### src/rtl/vend_dispenser.sv
// Vend/change dispenser: drives the product motor, then ejects nickels via hopper handshake.
// Optional VEND_DISPENSER_COUNT_EN adds a saturating coins_out counter.
module vend_dispenser #(
  parameter int VEND_CYCLES    = 8,
  parameter int PULSE_CYCLES   = 4,
  parameter int GAP_CYCLES     = 2,
  parameter int TIMEOUT_CYCLES = 255
) (
  input  logic       clk,
  input  logic       rst,
  input  logic       soda,
  input  logic [2:0] change,
  input  logic       hopper_coin,
  output logic       vend_motor,
  output logic       eject_nickel,
  output logic       busy,
  output logic       done,
  output logic       fault
`ifdef VEND_DISPENSER_COUNT_EN
  ,
  output logic [15:0] coins_out
`endif
);

  localparam int MAX_A =
    (VEND_CYCLES > PULSE_CYCLES) ? VEND_CYCLES : PULSE_CYCLES;
  localparam int MAX_B =
    (GAP_CYCLES > TIMEOUT_CYCLES) ? GAP_CYCLES : TIMEOUT_CYCLES;
  localparam int MAX_P = (MAX_A > MAX_B) ? MAX_A : MAX_B;
  localparam int CW = $clog2(MAX_P + 1);

  localparam logic [CW-1:0] V_LAST = CW'(VEND_CYCLES - 1);
  localparam logic [CW-1:0] P_LAST = CW'(PULSE_CYCLES - 1);
  localparam logic [CW-1:0] G_LAST = CW'(GAP_CYCLES - 1);
  localparam logic [CW-1:0] T_LAST = CW'(TIMEOUT_CYCLES - 1);

  typedef enum logic [2:0] {
    IDLE, VEND, EJECT, WAIT_ACK, GAP, DONE, FAULT
  } state_t;

  state_t        state, state_n;
  logic [CW-1:0] cnt, cnt_n;
  logic [2:0]    rem, rem_n;
  logic          ack_seen, ack_seen_n;
  logic          soda_q, coin_q;
  logic          start, coin_rise, ack;
  logic [2:0]    chg_clamp;

  assign start     = soda & ~soda_q;
  assign coin_rise = hopper_coin & ~coin_q;
  assign chg_clamp = (change > 3'd4) ? 3'd4 : change;

  always_ff @(posedge clk) begin
    if (rst) begin
      state    <= IDLE;
      cnt      <= '0;
      rem      <= '0;
      ack_seen <= 1'b0;
      soda_q   <= 1'b0;
      coin_q   <= 1'b0;
    end else begin
      state    <= state_n;
      cnt      <= cnt_n;
      rem      <= rem_n;
      ack_seen <= ack_seen_n;
      soda_q   <= soda;
      coin_q   <= hopper_coin;
    end
  end

  always_comb begin
    state_n    = state;
    cnt_n      = cnt;
    rem_n      = rem;
    ack_seen_n = ack_seen;
    ack        = 1'b0;
    unique case (state)
      IDLE: begin
        if (start) begin
          state_n    = VEND;
          cnt_n      = '0;
          rem_n      = chg_clamp;
          ack_seen_n = 1'b0;
        end
      end
      VEND: begin
        if (cnt == V_LAST) begin
          cnt_n   = '0;
          state_n = (rem == 3'd0) ? DONE : EJECT;
        end else begin
          cnt_n = cnt + 1'b1;
        end
      end
      EJECT: begin
        if (coin_rise) ack_seen_n = 1'b1;
        if (cnt == P_LAST) begin
          cnt_n = '0;
          if (ack_seen || coin_rise) ack = 1'b1;
          else state_n = WAIT_ACK;
        end else begin
          cnt_n = cnt + 1'b1;
        end
      end
      WAIT_ACK: begin
        if (coin_rise) ack = 1'b1;
        else if (cnt == T_LAST) state_n = FAULT;
        else cnt_n = cnt + 1'b1;
      end
      GAP: begin
        if (cnt == G_LAST) begin
          cnt_n   = '0;
          state_n = EJECT;
        end else begin
          cnt_n = cnt + 1'b1;
        end
      end
      DONE:    state_n = IDLE;
      FAULT:   state_n = FAULT;
      default: state_n = IDLE;
    endcase
    // A coin acknowledge overrides the per-state transition above
    if (ack) begin
      rem_n      = (rem == 3'd0) ? 3'd0 : rem - 3'd1;
      ack_seen_n = 1'b0;
      cnt_n      = '0;
      state_n    = (rem <= 3'd1) ? DONE : GAP;
    end
  end

  assign vend_motor   = (state == VEND);
  assign eject_nickel = (state == EJECT);
  assign busy         = state inside {VEND, EJECT, WAIT_ACK, GAP};
  assign done         = (state == DONE);
  assign fault        = (state == FAULT);

`ifdef VEND_DISPENSER_COUNT_EN
  always_ff @(posedge clk) begin
    if (rst) coins_out <= '0;
    else if (ack && coins_out != 16'hFFFF) coins_out <= coins_out + 16'd1;
  end
`endif

endmodule

### config.mk
export PLATFORM = sky130hd
export DESIGN_NAME = vend_dispenser
export DESIGN_NICKNAME = d
export VERILOG_FILES = /design/src/rtl/vend_dispenser.sv
export SDC_FILE = /design/constraint.sdc
export NUM_CORES = 1
export LEC_CHECK = 0
export ABC_CLOCK_PERIOD_IN_PS = 3300
export CAP_MARGIN = 10
export CORE_UTILIZATION = 60
export CTS_BUF_LIST = sky130_fd_sc_hd__clkbuf_4 sky130_fd_sc_hd__clkbuf_8
export DETAILED_ROUTE_END_ITERATION = 10
export HOLD_SLACK_MARGIN = 0.1
export PLACE_DENSITY = 0.87
export SYNTH_ARGS = -nofsm -noshare
export SYNTH_HDL_FRONTEND = slang
export SYNTH_SLANG_ARGS = --single-unit
### constraint.sdc
create_clock -name clk -period 3.3 [get_ports clk]
set_input_delay 0.825 -clock clk [delete_from_list [all_inputs] [get_ports clk]]
set_output_delay 0.825 -clock clk [all_outputs]
set_load 0.1 [all_outputs]
* After elaboration in Yosys (flattened, before gate mapping) *
Index checks and enable logic that the tools add are counted.

word-level totals
  flip-flop bits (word level) = 17
  bits in latches = 0
  memory bits (writable) = 0
  memory bits (read-only) = 0
  input bits = 7
  output and inout bits = 5
  word-level logic and storage cells = 78
  memories = 0

cells by class
  $add $sub $neg = 2
  multiply operators = 0
  div/mod/pow operators = 0
  $lt $le $gt $ge = 2
  equal/unequal tests = 21
  shifts and indexed selects = 0
  mux-type cells = 30
  bitwise gates (word level) = 4
  reduce and logical (&&, ||, !) cells = 13

operators with widths
  cell                                                    count
  2-to-1 mux 8 bit                                        6
  2-to-1 mux 3 bit                                        14
  case mux 8 bit (5 select lines)                         1
  case mux 3 bit (6 select lines)                         1
  inequality test 3 bit (second input constant)           5
  equality test 3 bit (second input constant)             3
  adder 8 x 1 -> 8 bit (second input constant)            1
  equality test 8 x 1 -> 1 bit (second input constant)    1
  equality test 8 x 2 -> 1 bit (second input constant)    1
  equality test 8 x 3 -> 1 bit (second input constant)    1
  equality test 8 bit (second input constant)             1
  AND reduction 7 bit                                     1
  equality test 3 x 2 -> 1 bit (second input constant)    2
  logical NOT 3 bit                                       2
  2-to-1 mux 1 bit                                        6
  inequality test 2 bit (second input constant)           3
  inequality test 3 x 1 -> 1 bit (second input constant)  2
  nonzero test 2 bit                                      3
  nonzero test 5 bit                                      1
  case mux 1 bit (2 select lines)                         2
  AND reduction 4 bit                                     1
  nonzero test 4 bit                                      1
  equality test 3 x 1 -> 1 bit (second input constant)    1
  greater-than comparator 3 bit (second input constant)   1
  9 further kinds                                         11

* Depth between registers and ports, before layout *
Gate-level depths: netlist (run 1).

  depth in word-level cells = 8
  gate-level depth with buffers = 8
  gate-level depth less buffers = 7

* Worst setup path after synthesis (run 1) *
Ideal clock, no wire load.

  path type = register to output
  start = reg state[0]
  end = out done
  data arrival time = 2.989 ns
  required time = 2.475 ns
  path slack = -0.514 ns
  cell stages (with the launch flop) = 4
  buffers on the path = 1
  cell sequence = dfxtp_1 clkbuf_1 inv_1 nor3b_1

between the ends
  cells in the longest elaborated chain, start to end = 1

ends and longest elaborated chain
  element                 line  RTL
  from (decl)             41    state_t state, state_n;
  from (signal assigned)  62    state <= state_n;
  equality test 3 bit     133   assign done = (state == DONE);
  to (decl)               17    output logic done,

No other way between the ends.

* Worst setup path in the final report (run 1) *
Same ends and word-level chain as after synthesis.

==> results by group, run 1 <==
Cells and area
  • Commonest non-fill, non-tap cell in the layout: dfxtp_1
  • Multi-input gate area: 788 um2
  • Area occupied by registers: 340 um2
  • Design area: 1320 um2
  • Commonest cells after routing, fill and taps aside: dfxtp_1 (17), nand2_1 (16), nand3_1 (11)
  • Fillers: 146
  • Final Non-Filler Cells: 189
  • Area growth from synthesis to layout: 10.3%
  • Layout cells sized above 1: 12.8%
  • Nets: 177
  • ANT cells: 0

Timing
  • Fmax: 403 MHz
  • Slew @ Worst Pin: 0.546 ns
  • Min Tclk post-route: 2.48 ns
  • Unrepaired setup endpoints after global routing: no
  • Slew Limit Fails: 0
  • Worst Clk Skew: 0.0110 ns
  • Max-slew headroom: 63.6%
  • Fin crit share: 75.2%
  • Final setup viols: 0
  • Setup TNS Final: 0 ns
  • Final Hold Vio Count: 0

Critical path
  • R2R depth: 5
  • Crit path from: state[0]
  • Flop2flop setup slack: 1.05 ns
  • Worst EP required: 2.47 ns
  • Setup CP Type: reg2out
  • Critical Path, Cell by Cell: inv_1, nor3b_2, buf_4
  • Largest stage delay on the critical path: 0.64 ns
  • Worst endpoint data arrival time: 1.66 ns
  • Worst-path cell with the longest stage delay: dfxtp_1
  • Worst R2R Start: state[2]
  • Worst setup SP type: flop
  • Critical path fanouts, max: 15
  • R2r endpoint: cnt[5]
  • Critical path endpoint category: output pin

Clock network
  • Setup bufs post-CTS: 0
  • Hold buffers post-CTS: 0
  • Clock Latency Late Sink: 0.32 ns
  • TritonCTS clock tree: done
  • Root Buffer: clkbuf_4
  • Post-cts gate resize count: 0
  • CTS Buf Count: 3
  • CTS clk-pin slew, worst paths: 0.12 ns
  • Clock Path Buffers: 2
  • Clk sinks: 17
  • H-tree Lvls: 1

Synthesis
  • Post-synthesis register bit count: 17
  • Gate Count Post-Synth: 155
  • Leading area contributor after synthesis: dfxtp_1
  • Synth top area cells: dfxtp_1 (28%), ha_1 (5.2%), nand2_1 (5.0%)
  • Syn_nets: 167
  • Syn_area_per_cell: 7.73 um2
  • Yosys Warn Count: 0
  • Primary FF master, synth: dfxtp_1
  • Post-synth ARST share: 0%
  • Post-synth top area share: 28.4%
  • Register area share after synthesis: 28.4%
  • Count of cell types in the netlist: 44
  • Post-synth EDFFs: 0
  • Cell Area, Synth: 1200 um2

Global routing
  • Total GRT Usage: 30.6%
  • GRT overflow: 0
  • Largest net degree at the start of global routing: 16
  • First-pass GRT wire length: 4.70 mm
  • Initial antenna violation count: 0
  • Number of global-route vias before repair: 994

Power and ir drop
  • Switch Pwr: 0.607 mW
  • Internal power: 0.477 mW
  • Max VDD drop: 0.00106 V
  • Pleak: 0.529 nW
  • Flop pwr share: 28.1%
  • Sw Share: 56.0%
  • Clock power frac: 11.4%
  • Pwr Density: 819 nW/um2
  • Comb pwr share: 60.5%

Floorplanning
  • Core box area: 1800 um2
  • Initial core utilization: 66.5%
  • Die width: 46.7 um
  • Number of cell rows: 15
  • Die area: 2180 um2
  • Total I/O pin count: 12
  • Die height: 46.7 um

Run
  • Max-cap violations: 0

Detailed routing
  • # DRC: 0
  • DR vias: 1185
  • WL/cell: 15.3 um
  • Drt pass-1 iters: 4
  • Vias per cell: 6.27
  • Antenna Nets Post-Route: 0
  • Final wirelength: 2.90 mm
  • Number of DRC markers in iteration 0: 63

Placed design
  • Placed Cells: 185
  • Routability cong.: 0.896
  • Placed wire-length estimate: 2.05 mm
  • Placed cell areas: 1290 um2
  • PortBufs: 11

Min path
  • Hold Path Class: reg2reg
  • HP Start: cnt[7]
  • Hold Crit Endpoint: cnt[7]
  • Hold depth: 2

Run status
  • Status: complete, no violations
power groups by stage:
| stage | clock network (mW) | registers [mW] | logic [mW] |
|---|---|---|---|
| 2_1_floorplan | 0 | 0.262 | 0.566 |
| 3_3_place_gp | 0 | 0.301 | 0.624 |
| 3_5_place_dp | 0 | 0.305 | 0.641 |
| 4_1_cts | 0.121 | 0.300 | 0.649 |
| 5_1_grt | 0.129 | 0.313 | 0.694 |
| 6_report | 0.123 | 0.304 | 0.656 |
registers in the layout, summed over array words and instances (netlist names):
register,cells
ack_seen,1
cnt,8
coin_q,1
rem,3
soda_q,1
state,3
critical path: cells and delay by family (launching register included):
kind / cells / cell delay [ns]
AND/OR/NAND/NOR: 1 / 0.19
flip-flops: 1 / 0.64
buffers and inverters: 2 / 0.52
how the worst max path moves through the flow:
stage,end
2_1_floorplan,done
3_3_place_gp,cnt[5]
3_5_place_dp,cnt[5]
4_1_cts,done
5_1_grt,done
6_report,done
synthesized netlist by cell type (4+ instances only):
cell	count
nand2_1	16
o21ai_0	5
a21oi_1	8
dfxtp_1	17
nand4_1	4
o211ai_1	7
inv_1	10
nor2_1	10
nand3_1	11
nor2b_1	6
a211oi_1	4
clkbuf_1	4
a31oi_1	4
ha_1	5
logic make-up (layout without fill, tap and decap cells):
family                   count (synthesis)  in the layout  share of synthesized area, %
flip-flops                              17             17                          28.4
AO/OA/AOI/OAI                           45             45                          25.9
AND/OR/NAND/NOR                         69             69                          31.6
buffers and inverters                   16             25                          6.26
multiplexers                             3              3                          2.61
adder cells (fa/ha/maj)                  5              5                          5.22
routing by layer:
metal	GRT usage (%)	routed length, um	vias to the layer above
li1	-	-	592
met3	8.24	209	5
met1	44.5	1340	544
met4	6.29	27	0
met2	45.0	1320	44
met5	0	0	-
area by class of cell:
cell class              count  share of cell area (%)
clock buffers               3                    1.70
clock inverters             1                   0.378
multi-input cells         122                    59.6
repair buffers             11                    7.38
well taps                  25                    2.37
inverters                  10                    2.84
flip-flops and latches     17                    25.7
through the flow:
step	hold WS [ns]	total power, mW	setup WS (ns)	utilization, %
after floorplan	0.458	0.828	0.477	-
after global placement	0.479	0.925	0.931	71.9
after detailed placement	0.503	0.947	0.854	71.9
after CTS	0.540	1.07	0.845	73.4
after global routing	0.563	1.14	0.747	73.4
final	0.552	1.08	0.817	73.4
No activity file was read; power rests on OpenSTA's default activity.
==> inputs of run 2 (changes only) <==
- ABC_CLOCK_PERIOD_IN_PS: 3300 -> 2029
- CORE_UTILIZATION: 60 -> 53
- PLACE_DENSITY: 0.87 -> 0.82
- clock period: 3.3 -> 2.03 ns (I/O delays scaled with it)
==> results by group, run 2 (synthesis gave the netlist of run 1 again) <==
Clock network
  • Clock Latency Late Sink: 0.29 ns
  • TritonCTS clock tree: done
  • Clock Path Buffers: 2
  • Hold buffers post-CTS: 0
  • Root Buffer: clkbuf_4
  • CTS clk-pin slew, worst paths: 0.10 ns
  • CTS Buf Count: 3
  • Clk sinks: 17
  • H-tree Lvls: 1

Detailed routing
  • Antenna Nets Post-Route: 0
  • Drt pass-1 iters: 4
  • Final wirelength: 3.64 mm
  • WL/cell: 17.8 um
  • DR vias: 1381
  • Number of DRC markers in iteration 0: 86
  • Vias per cell: 6.77
  • # DRC: 0

Global routing
  • Largest net degree at the start of global routing: 13
  • Total GRT Usage: 27.4%
  • GRT overflow: 0
  • Initial antenna violation count: 0
  • Number of global-route vias before repair: 1196
  • First-pass GRT wire length: 5.33 mm

Timing
  • Slew Limit Fails: 0
  • Slew @ Worst Pin: 0.453 ns
  • Fin crit share: 98.8%
  • Worst Clk Skew: 0.00294 ns
  • Final Hold Vio Count: 0
  • Fmax: 498 MHz
  • Max-slew headroom: 69.5%
  • Final setup viols: 0
  • Min Tclk post-route: 2.01 ns

Floorplanning
  • Core box area: 2040 um2
  • Die height: 49.6 um
  • Die area: 2460 um2
  • Die width: 49.6 um
  • Initial core utilization: 58.7%
  • Total I/O pin count: 12
  • Number of cell rows: 16

Power and ir drop
  • Max VDD drop: 0.00175 V
  • Pwr Density: 1410 nW/um2
  • Total Power: 2.21 mW
  • Pleak: 0.621 nW

Placed design
  • PortBufs: 11
  • Routability cong.: 0.977
  • Placed wire-length estimate: 2.30 mm
  • Placed Cells: 197

Cells and area
  • Reg with most FFs: cnt
  • Fillers: 152
  • Nets: 190
  • Commonest cells after routing, fill and taps aside: nand2_1 (15), dfxtp_1 (12), buf_4 (12)
  • Largest regs: cnt (8), rem (3), state (3)
  • Commonest non-fill, non-tap cell in the layout: nand2_1
  • Area growth from synthesis to layout: 30.9%
  • Multi-input gate area: 866 um2
  • ANT cells: 0
  • Area occupied by registers: 352 um2
  • Layout cells sized above 1: 27.7%
  • Final Non-Filler Cells: 204
  • Max reg flops: 8

Run
  • Max-cap violations: 0

Critical path
  • Setup CP Type: reg2out
  • Worst setup SP type: flop
  • R2R depth: 8
  • Worst endpoint data arrival time: 1.50 ns
  • Critical path endpoint category: output pin
  • Worst EP required: 1.52 ns
  • Critical path fanouts, max: 7

Run status
  • Status: complete, no violations

Min path
  • Hold Path Class: reg2reg
  • Hold depth: 2
-- run 2: cell count changes in the layout (fill, tap and decap cells not counted), moves of 3 or more --
cell,change
buf_12,+5
buf_4,+7
dfxtp_2,+3
dfxtp_1,-5
-- run 2: layout make-up --
cell class | count | area share [%]
Multi-Input combinational cell | 123 | 55.2
Sequential cell | 17 | 22.4
Tap cell | 27 | 2.15
Clock buffer | 4 | 1.91
Timing Repair Buffer | 23 | 15.9
Inverter | 10 | 2.39
-- run 2: metal layers --
layer	vias to the layer above	global-route usage (%)	part of all wire, %
met5	-	0	0
met2	119	44.6	47
li1	617	-	-
met4	0	9.52	2.9
met1	626	37.2	39
met3	19	2.78	12
-- run 2: path summary, 6_finish.rpt --
path | to | slack (ns) | start
setup / recovery | vend_motor | 0.02 | state[2]
hold / removal | ack_seen | 0.50 | ack_seen
setup reg to reg | state[0] | 0.04 | cnt[1]
hold reg to reg | ack_seen | 0.50 | ack_seen
-- run 2: worst max-delay path, cell delays in order (launching register included) --
cell and delay, ns:
dfxtp_2 0.34, buf_4 0.16, nor2_2 0.19, nand2_1 0.19
inv_1 0.14, buf_12 0.18
-- run 2: through the flow --
stage                     hold WS [ns]  setup slack [ns]  setup TNS (ns)  area, um2  util, %
after floorplan                  0.458           -0.0491          -0.151       1250        -
after global placement           0.474            0.0714               0       1460     71.6
after detailed placement         0.487            0.0271               0       1460     71.6
after CTS                        0.513           -0.0250         -0.0423       1490     73.2
after global routing             0.532           -0.0658          -0.115       1570     76.8
final                            0.504            0.0233               0       1570     76.8
-- run 2: power by group --
group / internal [mW] / switching (mW)
Sequential: 0.394 / 0.0943
Combinational: 0.602 / 0.919
Clock: 0.0898 / 0.111
Total: 1.09 / 1.12
-- run 2: timing repair --
| action | in CTS | in global routing |
|---|---|---|
| cloned | 0 | 1 |
| gates resized for setup | 1 | 15 |
| pin swaps | 0 | 3 |
| setup endpoints to repair | 2 | 12 |
| setup buffers | 0 | 2 |
